==> src/rtl/mac_bus_ctrl.sv <==
// Mac Plus bus-cycle responder: decodes 68000 bus cycles, issues single-outstanding
// req/ack transactions to memory or I/O, and returns DTACK, VPA or BERR to the CPU.
module mac_bus_ctrl #(
    parameter int DTACK_TIMEOUT = 255
) (
    input  logic        clk,
    input  logic        reset,
    input  logic        phi1,
    input  logic        phi2,
    input  logic        overlay,
    input  logic        as_n,
    input  logic        uds_n,
    input  logic        lds_n,
    input  logic        rw_n,
    input  logic [2:0]  fc,
    input  logic [23:0] addr,
    input  logic [15:0] cpu_dout,
    output logic [15:0] cpu_din,
    output logic        dtack_n,
    output logic        vpa_n,
    output logic        berr,
    input  logic        vma_n,
    output logic        mem_req,
    output logic        mem_we,
    output logic [23:0] mem_addr,
    output logic [1:0]  mem_be,
    output logic [15:0] mem_wdata,
    input  logic [15:0] mem_rdata,
    input  logic        mem_ack,
    output logic        dev_req,
    output logic [1:0]  dev_sel,
    input  logic [15:0] dev_rdata,
    input  logic        dev_ack
);

    typedef enum logic [2:0] {
        IDLE,
        MEM_WAIT,
        DEV_WAIT,
        VPA_WAIT,
        VIA_WAIT,
        ACK,
        BERR
    } state_t;

    localparam logic [8:0] TMO_LIMIT = 9'(DTACK_TIMEOUT);
    localparam logic [1:0] SEL_SCC   = 2'd0;
    localparam logic [1:0] SEL_IWM   = 2'd1;
    localparam logic [1:0] SEL_VIA   = 2'd2;

    state_t      state_q, state_d;
    logic [7:0]  cnt_q, cnt_d;
    logic        iack_q, iack_d;
    logic        mem_req_q, mem_req_d;
    logic        mem_we_q, mem_we_d;
    logic [23:0] mem_addr_q, mem_addr_d;
    logic [1:0]  mem_be_q, mem_be_d;
    logic [15:0] mem_wdata_q, mem_wdata_d;
    logic        dev_req_q, dev_req_d;
    logic [1:0]  dev_sel_q, dev_sel_d;
    logic [15:0] cpu_din_q, cpu_din_d;
    logic        dtack_n_q, dtack_n_d;
    logic        vpa_n_q, vpa_n_d;
    logic        berr_q, berr_d;

    // phi1 and the byte-select address bit carry no information for this block.
    logic unused_inputs;
    assign unused_inputs = ^{phi1, addr[0]};

    logic [3:0]  region;
    logic        is_iack, is_ram, is_rom, is_ovl_rom, is_scc, is_iwm, is_via;
    logic        cycle_start;
    logic [23:0] ram_addr, rom_addr;
    logic [8:0]  cnt_inc;
    logic        tmo_hit;

    assign region      = addr[23:20];
    assign is_iack     = (fc == 3'b111);
    assign is_ram      = (region[3:2] == 2'b00);
    assign is_ovl_rom  = overlay && (region == 4'h0);
    assign is_rom      = (region == 4'h4);
    assign is_scc      = (region == 4'h9) || (region == 4'hB);
    assign is_iwm      = (region == 4'hD);
    assign is_via      = (region == 4'hE) && addr[19];
    assign ram_addr    = {addr[23:1], 1'b0};
    assign rom_addr    = {4'h4, addr[19:1], 1'b0};

    // Write strobes trail AS, so a write only starts once a data strobe is low.
    assign cycle_start = !as_n && (rw_n || !(uds_n && lds_n));

    assign cnt_inc     = {1'b0, cnt_q} + 9'd1;
    assign tmo_hit     = phi2 && (cnt_inc == TMO_LIMIT);

    always_comb begin
        state_d     = state_q;
        cnt_d       = cnt_q;
        iack_d      = iack_q;
        mem_req_d   = mem_req_q;
        mem_we_d    = mem_we_q;
        mem_addr_d  = mem_addr_q;
        mem_be_d    = mem_be_q;
        mem_wdata_d = mem_wdata_q;
        dev_req_d   = dev_req_q;
        dev_sel_d   = dev_sel_q;
        cpu_din_d   = cpu_din_q;
        dtack_n_d   = dtack_n_q;
        vpa_n_d     = vpa_n_q;
        berr_d      = berr_q;

        case (state_q)
            IDLE: begin
                if (cycle_start) begin
                    cnt_d  = 8'd0;
                    iack_d = is_iack;
                    if (is_iack || is_via) begin
                        vpa_n_d = 1'b0;
                        state_d = VPA_WAIT;
                    end else if (is_ram || is_rom) begin
                        mem_req_d   = 1'b1;
                        mem_we_d    = !rw_n;
                        mem_be_d    = {!uds_n, !lds_n};
                        mem_wdata_d = cpu_dout;
                        mem_addr_d  = (is_rom || is_ovl_rom) ? rom_addr : ram_addr;
                        state_d     = MEM_WAIT;
                    end else if (is_scc || is_iwm) begin
                        dev_req_d   = 1'b1;
                        dev_sel_d   = is_iwm ? SEL_IWM : SEL_SCC;
                        mem_we_d    = !rw_n;
                        mem_be_d    = {!uds_n, !lds_n};
                        mem_wdata_d = cpu_dout;
                        mem_addr_d  = ram_addr;
                        state_d     = DEV_WAIT;
                    end else begin
                        berr_d  = 1'b1;
                        state_d = BERR;
                    end
                end
            end

            // An ack sampled together with as_n high is dropped by the abort branch.
            MEM_WAIT: begin
                if (as_n) begin
                    mem_req_d = 1'b0;
                    state_d   = IDLE;
                end else if (mem_ack) begin
                    mem_req_d = 1'b0;
                    if (!mem_we_q) begin
                        cpu_din_d = mem_rdata;
                    end
                    dtack_n_d = 1'b0;
                    state_d   = ACK;
                end else if (phi2) begin
                    cnt_d = cnt_inc[7:0];
                    if (tmo_hit) begin
                        mem_req_d = 1'b0;
                        berr_d    = 1'b1;
                        state_d   = BERR;
                    end
                end
            end

            DEV_WAIT: begin
                if (as_n) begin
                    dev_req_d = 1'b0;
                    state_d   = IDLE;
                end else if (dev_ack) begin
                    dev_req_d = 1'b0;
                    if (!mem_we_q) begin
                        cpu_din_d = dev_rdata;
                    end
                    dtack_n_d = 1'b0;
                    state_d   = ACK;
                end else if (phi2) begin
                    cnt_d = cnt_inc[7:0];
                    if (tmo_hit) begin
                        dev_req_d = 1'b0;
                        berr_d    = 1'b1;
                        state_d   = BERR;
                    end
                end
            end

            VPA_WAIT: begin
                if (as_n) begin
                    vpa_n_d = 1'b1;
                    state_d = IDLE;
                end else if (tmo_hit) begin
                    cnt_d   = cnt_inc[7:0];
                    vpa_n_d = 1'b1;
                    berr_d  = 1'b1;
                    state_d = BERR;
                end else begin
                    if (phi2) begin
                        cnt_d = cnt_inc[7:0];
                    end
                    if (!iack_q && !vma_n) begin
                        dev_req_d   = 1'b1;
                        dev_sel_d   = SEL_VIA;
                        mem_we_d    = !rw_n;
                        mem_be_d    = {!uds_n, !lds_n};
                        mem_wdata_d = cpu_dout;
                        mem_addr_d  = ram_addr;
                        state_d     = VIA_WAIT;
                    end
                end
            end

            // The VIA answers with VPA, so the ack only latches data; AS ends the cycle.
            VIA_WAIT: begin
                if (as_n) begin
                    dev_req_d = 1'b0;
                    vpa_n_d   = 1'b1;
                    state_d   = IDLE;
                end else if (dev_req_q && dev_ack) begin
                    dev_req_d = 1'b0;
                    if (!mem_we_q) begin
                        cpu_din_d = dev_rdata;
                    end
                end else if (phi2) begin
                    cnt_d = cnt_inc[7:0];
                    if (tmo_hit) begin
                        dev_req_d = 1'b0;
                        vpa_n_d   = 1'b1;
                        berr_d    = 1'b1;
                        state_d   = BERR;
                    end
                end
            end

            ACK: begin
                if (as_n) begin
                    dtack_n_d = 1'b1;
                    state_d   = IDLE;
                end
            end

            BERR: begin
                if (as_n) begin
                    berr_d  = 1'b0;
                    state_d = IDLE;
                end
            end

            default: begin
                state_d = IDLE;
            end
        endcase
    end

    always_ff @(posedge clk) begin
        if (reset) begin
            state_q     <= IDLE;
            cnt_q       <= 8'd0;
            iack_q      <= 1'b0;
            mem_req_q   <= 1'b0;
            mem_we_q    <= 1'b0;
            mem_addr_q  <= 24'd0;
            mem_be_q    <= 2'b00;
            mem_wdata_q <= 16'd0;
            dev_req_q   <= 1'b0;
            dev_sel_q   <= 2'd0;
            cpu_din_q   <= 16'd0;
            dtack_n_q   <= 1'b1;
            vpa_n_q     <= 1'b1;
            berr_q      <= 1'b0;
        end else begin
            state_q     <= state_d;
            cnt_q       <= cnt_d;
            iack_q      <= iack_d;
            mem_req_q   <= mem_req_d;
            mem_we_q    <= mem_we_d;
            mem_addr_q  <= mem_addr_d;
            mem_be_q    <= mem_be_d;
            mem_wdata_q <= mem_wdata_d;
            dev_req_q   <= dev_req_d;
            dev_sel_q   <= dev_sel_d;
            cpu_din_q   <= cpu_din_d;
            dtack_n_q   <= dtack_n_d;
            vpa_n_q     <= vpa_n_d;
            berr_q      <= berr_d;
        end
    end

    assign cpu_din   = cpu_din_q;
    assign dtack_n   = dtack_n_q;
    assign vpa_n     = vpa_n_q;
    assign berr      = berr_q;
    assign mem_req   = mem_req_q;
    assign mem_we    = mem_we_q;
    assign mem_addr  = mem_addr_q;
    assign mem_be    = mem_be_q;
    assign mem_wdata = mem_wdata_q;
    assign dev_req   = dev_req_q;
    assign dev_sel   = dev_sel_q;

endmodule

==> config.mk <==
export PLATFORM = sky130hd
export DESIGN_NAME = mac_bus_ctrl
export DESIGN_NICKNAME = d
export VERILOG_FILES = /design/src/rtl/mac_bus_ctrl.sv
export SDC_FILE = /design/constraint.sdc
export NUM_CORES = 1
export LEC_CHECK = 0
export BUFFER_PORTS_ARGS = -buffer_cell sky130_fd_sc_hd__buf_2
export CORE_UTILIZATION = 45
export CTS_CLUSTER_DIAMETER = 100
export CTS_CLUSTER_SIZE = 24
export DETAILED_ROUTE_END_ITERATION = 12
export PLACE_DENSITY = 0.75
export REMOVE_ABC_BUFFERS = 1
export SYNTH_ARGS = -nofsm -noshare
export SYNTH_HDL_FRONTEND = slang
export SYNTH_SLANG_ARGS = --single-unit
==> constraint.sdc <==
create_clock -name clk -period 5.6 [get_ports clk]
set_input_delay 0.84 -clock clk [delete_from_list [all_inputs] [get_ports clk]]
set_output_delay 0.84 -clock clk [all_outputs]
set_load 0.02 [all_outputs]
==> summary.txt, run 1 <==
status = complete, no violations
Worst Path Max Fanout = 45
Crit Path Category = flip-flop to flip-flop
number of synthesized flops with an enable pin = 0
Final Core Density = 57.7%
CTS clock-pin slew for the worst setup and hold paths = 80 ps
max-cap violation count = 0
DR iter-0 viols = 244
Worst VDD drop = 228 µV
Die ar. = 8870 µm²
Synth Instances = 461
Post-CTS Setup Repair Bufs = 0
Max Fclk = 376 MHz
Hold Path Class = flip-flop to flip-flop
Final min period = 2660 ps
TritonRoute pass-1 iters = 5
hold_ws = 454 ps
layout cells sized above 1 = 32.2%
number of nets with antenna violations after routing = 0
library cells used by synthesis = 65
Hold Fails Final Rpt = 0
PostCTS Resize Cnt = 0
CP max stage cell = dfxtp_1
max-slew violations = 0
Primary FF master, synth = dfxtp_1
FF+latch count, synth = 77
Detailed Place HPWL = 6.97 mm
Pwr Density = 515 nW/µm²
crit end category = flip-flop
Startpoint Class = flip-flop
root buf cell = clkbuf_8
Residual DRC = 0
port bufs = 149
post-synthesis sequential area ratio = 40.3%
delay-heaviest family, CP = simple AND/OR/NAND/NOR gates
final cycle utilization of the critical path = 47.5%
Final nets = 681
Register Area = 1540 µm²
Rows = 33
# fillers = 780
Leak Pwr = 2.05 nW
ant diodes = 0
Crit path largest cell delay = 640 ps
sum of buffers and inverters on the critical path = 1
vias per cell = 5.29
most frequent cells in the layout = buf_2 (149), nand2_1 (87), dfxtp_1 (77)
WP data required = 5850 ps
RSZ-0062 raised after global routing = no
initial antenna violation count = 0
gr ovfl total = 0
pre-CTS setup slack = 2970 ps
clock net sink count = 77
Slew @ Worst Pin = 1010 ps
clk_skew = 14.5 ps
vias in the first global route = 3279
max_slew headroom = 32.3%
Arrival @ worst endpoint = 2910 ps
TritonCTS clock tree = done
Post-Route WL = 9.55 mm
post-cts hold buffer count = 0
GPL Wtd Cong = 0.942
Final setup viols = 0
Clock Path Buffers = 2
cts bufs inserted = 9
H-tree lvl count = 3
Yosys warnings = 0
first-pass GRT wire length = 14.9 mm
Initial Util = 46.5%
setup slack, reg-to-reg = 2940 ps
die height = 94.2 µm
final worst slack = 2940 ps
vias = 3713
WL/cell = 13.6 µm
Clock Latency Late Sink = 340 ps
most common cell after layout, fill and taps aside = buf_2
multi-input logic area = 2070 µm²
TNS Setup = 0 ps
mean area per synthesized cell = 8.29 µm²
Cell Chain, Critical Path = nor2_4, nand2_1, nor3_1, o221a_1, buf_4, nor2_1, a211oi_2
Die Width = 94.2 µm
largest net degree at the start of global routing = 46
Layout area overhead = 23.9%
async set or reset register ratio after synthesis = 0%
synthesized cell area = 3820 µm²
core area = 8220 µm²
gr usage total = 21.0%
Top Ports = 153
per-layer routing:
layer / wire length, µm / vias up / GRT usage [%] / part of all wire, %
li1: - / 1887 / - / -
met1: 4050 / 1681 / 25.2 / 42
met2: 4760 / 132 / 36.1 / 50
met3: 562 / 13 / 4.21 / 5.9
met4: 173 / 0 / 8.59 / 1.8
met5: 0 / - / 0 / 0
report_power, final:
| part | internal [mW] | switching [mW] | total, mW |
|---|---|---|---|
| sequential | 0.698 | 0.122 | 0.820 |
| combinational | 0.455 | 0.780 | 1.24 |
| clock | 0.167 | 0.219 | 0.386 |
stage by stage:
step / power [mW] / area [µm²] / std cells
after global placement: 2.03 / 4560 / 686
after floorplan: 1.69 / 3630 / 427
after detailed placement: 2.07 / 4560 / 686
after CTS: 2.46 / 4740 / 702
final: 2.44 / 4740 / 702
after global routing: 2.63 / 4740 / 702
cell type report:
cell class / instances / area share [%]
clock buffers: 9 / 2.61
clock inverters: 7 / 1.22
inverters: 8 / 0.634
multi-input cells: 342 / 43.7
repair buffers: 154 / 16.5
flip-flops and latches: 77 / 32.5
well taps: 105 / 2.77
path summary, 6_finish.rpt:
| path | startpoint | cells after the start | to |
|---|---|---|---|
| worst max-delay path | state_q[1]$_SDFFE_PP0P_ | 7 | mem_we$_SDFFE_PP0P_ |
| worst min-delay path | mem_addr[19]$_SDFFE_PP0P_ | 2 | mem_addr[19]$_SDFFE_PP0P_ |
| worst max register to register | state_q[1]$_SDFFE_PP0P_ | 7 | mem_we$_SDFFE_PP0P_ |
| worst min register to register | mem_addr[19]$_SDFFE_PP0P_ | 2 | mem_addr[19]$_SDFFE_PP0P_ |
kinds of logic (layout without fill, tap and decap cells):
kind of cell	count (synthesis)	count (layout)	synth area share [%]
compound gates	130	130	23.4
xor+xnor	8	8	2.03
fa+ha+maj	2	2	0.655
buf+inv	42	178	5.76
flops	77	77	40.3
mux	19	19	4.98
other cells	1	1	0.0981
simple gates	182	182	22.7
Yosys cell counts (all sizes together), types with 7 or more instances:
master | instances | area (µm²)
nand2 | 88 | 333
dfxtp | 77 | 1540
a21oi | 60 | 312
nor2 | 47 | 191
buf | 22 | 145
a211oi | 20 | 160
mux2i | 19 | 190
clkbuf | 12 | 45.0
o21ai | 10 | 50.1
inv | 8 | 30.0
nand3 | 8 | 45.0
xnor2 | 8 | 77.6
nor3 | 7 | 46.3
flip-flops by register name (all words and copies together), names as in the netlist, 2 cells and up:
name,cells
mem_wdata,16
state_q,3
mem_addr,23
mem_be,2
cnt_q,8
cpu_din,16
dev_sel,2
tightest hold or removal path: stages, from the launching register on:
cell     delay [ps]
dfxtp_1         310
nand2_1          50
a21oi_1          50
Note: power is estimated with default switching activity, not from simulation.
==> run 2, diff against run 1 <==
- CORE_UTILIZATION: 45 -> 44
- PLACE_DENSITY: 0.75 -> 0.77
- clock period: 5.6 -> 2.4 ns (I/O delays scaled with it)
==> run 2 against run 1 <==
  * Final area increased by 3.4%
  * Clock-buffer cell count increased by 1
  * Wire length increased by 4.6%
  * Core utilization increased by 1.4 points
  * Register-to-register slack got worse by 2700 ps
  * Final cell count increased by 1.6%
  * Non-clock buffer count increased by 11
  * Clock power increased to 2.8 times the previous value
  * Global-route usage increased by 0.15 points
  * Sequential share of layout area decreased by 1.1 points
  * First-iteration DRC count decreased by 14%
  * Sequential power increased by 130%
==> summary.txt, run 2 (synthesis gave the netlist of run 1 again) <==
status = complete, no violations
max-slew violations = 0
first-pass GRT wire length = 15.3 mm
max_slew headroom = 54.4%
vias in the first global route = 3316
Register Area = 1540 µm²
Final min period = 2180 ps
root buf cell = clkbuf_8
RSZ-0062 raised after global routing = no
layout cells sized above 1 = 33.2%
Max Fclk = 458 MHz
Crit Path Category = flip-flop to flip-flop
GPL Wtd Cong = 0.924
TritonRoute pass-1 iters = 4
Worst Path Max Fanout = 45
port bufs = 149
die height = 95.2 µm
crit end category = flip-flop
Detailed Place HPWL = 7.35 mm
Top Ports = 153
Startpoint Class = flip-flop
largest net degree at the start of global routing = 46
# fillers = 749
Initial Util = 46.1%
vias per cell = 5.30
H-tree lvl count = 3
final cycle utilization of the critical path = 91.0%
Arrival @ worst endpoint = 2440 ps
Hold Fails Final Rpt = 0
placed inst area = 4680 µm²
Post-Route WL = 9.99 mm
Worst VDD drop = 692 µV
Slew @ Worst Pin = 684 ps
Hold Path Class = input pin to flip-flop
Residual DRC = 0
design area = 4900 µm²
Die ar. = 9060 µm²
Clock Path Buffers = 2
Final setup viols = 0
clock net sink count = 77
number of nets with antenna violations after routing = 0
Pwr Density = 1250 nW/µm²
Final Core Density = 59.0%
multi-input logic area = 2070 µm²
Clock Latency Late Sink = 340 ps
clk_skew = 11.3 ps
max-cap violation count = 0
cts bufs inserted = 9
gr ovfl total = 0
WL/cell = 14.0 µm
post-cts hold buffer count = 0
Layout area overhead = 28.2%
Post-CTS Setup Repair Bufs = 0
gr usage total = 21.1%
TritonCTS clock tree = done
Rows = 33
WP data required = 2660 ps
most common cell after layout, fill and taps aside = buf_2
initial antenna violation count = 0
DR iter-0 viols = 211
Leak Pwr = 2.13 nW
Die Width = 95.2 µm
Largest register FFs = 23
ant diodes = 0
Final nets = 692
vias = 3777
most frequent cells in the layout = buf_2 (149), nand2_1 (87), dfxtp_1 (77)
CTS clock-pin slew for the worst setup and hold paths = 80 ps
core area = 8300 µm²
PostCTS Resize Cnt = 0
==> run 2: cell types whose count changed in the layout (fill, tap and decap cells not counted), moves of 2 or more <==
cell / before / now
bufinv_16: 0 / 2
buf_4: 5 / 13
buf_12: 0 / 3
inv_6: 2 / 0
==> run 2: report_power, final <==
group          total [mW]  internal, mW  switching (mW)
registers            1.87          1.63           0.242
logic                3.15          1.22            1.93
clock network        1.09         0.597           0.496
==> run 2: through the flow <==
stage               setup TNS, ps  total power, mW  hold slack [ps]  setup slack [ps]  instances
floorplan                  -18680             3.95              425              -504        427
global placement                0             4.95              439               330        697
detailed placement              0             5.03              445               258        697
CTS                             0             6.13              198               232        713
global route                    0             6.53              203              16.8        713
finish                          0             6.11              212               217        713
==> run 2: critical path, stage by stage (launching register included) <==
cell and delay [ps]:
dfxtp_1 390, buf_12 190, nor2_4 80, nand2_1 190, nor3_1 410, o221a_1 320
buf_12 220, nor2_1 80, a211oi_2 180
==> run 2: per-layer routing <==
layer  GRT usage [%]  vias up  wire length [µm]  part of all wire, %
met3            3.51       16               586                  5.9
met2            35.7      133              4920                   49
met5               0        -                 0                    0
met4            8.21        0               174                  1.7
li1                -     1912                 -                    -
met1            26.8     1716              4310                   43
==> run 2: layout make-up <==
type / instances / share of cell area [%]
multi-input cells: 342 / 42.2
clock buffers: 10 / 2.60
inverters: 8 / 0.613
flip-flops and latches: 77 / 31.5
well taps: 105 / 2.68
clock inverters: 6 / 1.97
repair buffers: 165 / 18.4
==> run 2: worst paths after layout <==
kind	startpoint	end	slack (ps)	depth (start not counted)
worst min register to register	mem_addr[10]$_SDFFE_PP0P_	mem_addr[10]$_SDFFE_PP0P_	460	2
worst min-delay path	uds_n	mem_be[1]$_SDFFE_PP0P_	210	2
worst max register to register	state_q[1]$_SDFFE_PP0P_	mem_we$_SDFFE_PP0P_	220	8
worst max-delay path	state_q[1]$_SDFFE_PP0P_	mem_we$_SDFFE_PP0P_	220	8
==> run 3, diff against run 2 <==
- CORE_UTILIZATION: 44 -> 45
- PLACE_DENSITY: 0.77 -> 0.75
- clock period: 2.4 -> 2.1 ns (I/O delays scaled with it)
==> run 3 against run 2 <==
  * Worst hold slack got worse by 64 ps
  * Via count up 0.87%
  * Critical path type unchanged
  * Sequential share of layout area decreased by 0.76 points
  * Global-route usage rose by 0.66 points
  * Sequential power grew 14%
  * Combinational power grew 25%
  * Critical path depth up 2
  * Register-to-register slack got worse by 110 ps
  * First-iteration DRC count is 9.0% higher
  * Largest power group unchanged
  * Power grew 17%
  * Die area decreased by 2.2%
  * Critical endpoint is now mem_addr[11]$_SDFFE_PP0P_
  * Setup slack got worse by 110 ps
==> summary.txt, run 3 (synthesis gave the netlist of run 1 again) <==
status = complete, no violations
Die ar. = 8870 µm²
Power, Total = 7.16 mW
WP data required = 2390 ps
most frequent cells in the layout = buf_2 (149), nand2_1 (87), dfxtp_1 (72)
WL/cell = 14.2 µm
post-cts hold buffer count = 0
gr usage total = 21.8%
GPL Wtd Cong = 0.922
final cycle utilization of the critical path = 95.1%
Largest register FFs = 23
Residual DRC = 0
multi-input logic area = 2110 µm²
layout cells sized above 1 = 35.9%
Hold Path Class = input pin to flip-flop
Register Area = 1550 µm²
vias in the first global route = 3313
Die Width = 94.2 µm
largest net degree at the start of global routing = 63
first-pass GRT wire length = 15.4 mm
die height = 94.2 µm
port bufs = 149
crit end category = flip-flop
Final setup viols = 0
pre-CTS setup slack = 21.6 ps
TritonCTS clock tree = done
vias = 3810
Leak Pwr = 2.20 nW
Post-Route WL = 10.2 mm
TritonRoute pass-1 iters = 4
vias per cell = 5.28
number of nets with antenna violations after routing = 0
Top Ports = 153
max-cap violation count = 0
final worst slack = 103 ps
clock net sink count = 77
Non-Filler Instances = 721
clk_skew = 15.7 ps
Layout area overhead = 32.1%
ant diodes = 0
Crit Path Category = flip-flop to flip-flop
CTS clock-pin slew for the worst setup and hold paths = 100 ps
Placed Instances = 700
Detailed Place HPWL = 7.17 mm
Startpoint Class = flip-flop
Worst VDD drop = 632 µV
Hold Fails Final Rpt = 0
Initial Util = 46.5%
Worst Path Max Fanout = 18
gr ovfl total = 0
# fillers = 739
Arrival @ worst endpoint = 2280 ps
DR iter-0 viols = 230
Final nets = 700
max-slew violations = 0
initial antenna violation count = 0
Final min period = 2000 ps
Max Fclk = 501 MHz
Pwr Density = 1420 nW/µm²
Rows = 33
cts bufs inserted = 9
Clock Path Buffers = 2
Clock Latency Late Sink = 350 ps
H-tree lvl count = 3
core area = 8220 µm²
most common cell after layout, fill and taps aside = buf_2
root buf cell = clkbuf_8
run 3: path summary, 6_finish.rpt:
kind	from	cells after the start	slack, ps	end
worst max-delay path	cnt_q[0]$_SDFFE_PP0P_	10	100	mem_addr[11]$_SDFFE_PP0P_
worst min-delay path	uds_n	2	150	mem_be[1]$_SDFFE_PP0P_
worst max register to register	cnt_q[0]$_SDFFE_PP0P_	10	100	mem_addr[11]$_SDFFE_PP0P_
worst min register to register	mem_addr[18]$_SDFFE_PP0P_	2	450	mem_addr[18]$_SDFFE_PP0P_
run 3: final cells by class:
cell class              count  share of cell area, %
multi-input cells         342                   41.8
flip-flops and latches     77                   30.7
clock buffers               9                   2.45
well taps                 105                   2.60
inverters                   8                  0.595
repair buffers            173                   20.6
clock inverters             7                   1.26
run 3: timing repair:
item | in CTS | in global routing
setup buffers | 0 | 2
endpoints found under the setup margin | 0 | 67
resized for setup | 0 | 13
run 3: metal layers:
| metal | vias up | wire (µm) | share of wire (%) | track usage, % |
|---|---|---|---|---|
| li1 | 1929 | - | - | - |
| met1 | 1749 | 4450 | 44 | 27.9 |
| met2 | 115 | 5070 | 50 | 35.4 |
| met3 | 17 | 494 | 4.8 | 4.13 |
| met4 | 0 | 203 | 2.0 | 9.36 |
| met5 | - | 0 | 0 | 0 |
run 3: power by group:
group	switching (mW)	internal (mW)
Sequential	0.253	1.87
Combinational	2.30	1.63
Clock	0.636	0.459
run 3: critical path, cell delays in order, from the launching register on:
cell	delay, ps
dfxtp_2	360
inv_1	60
ha_1	130
nand4_1	150
nor3_4	320
a21oi_4	140
o221ai_4	240
buf_12	160
clkbuf_16	170
nand2_1	70
a21oi_1	140
run 3: stage by stage:
step	area [µm²]	TNS, ps	hold WS [ps]	utilization (%)
floorplan	3630	-36190	380	-
global placement	4710	0	439	57.3
detailed placement	4710	0	443	57.3
CTS	4900	0	140	59.6
global route	5050	-28.0	137	61.5
finish	5050	0	148	61.5
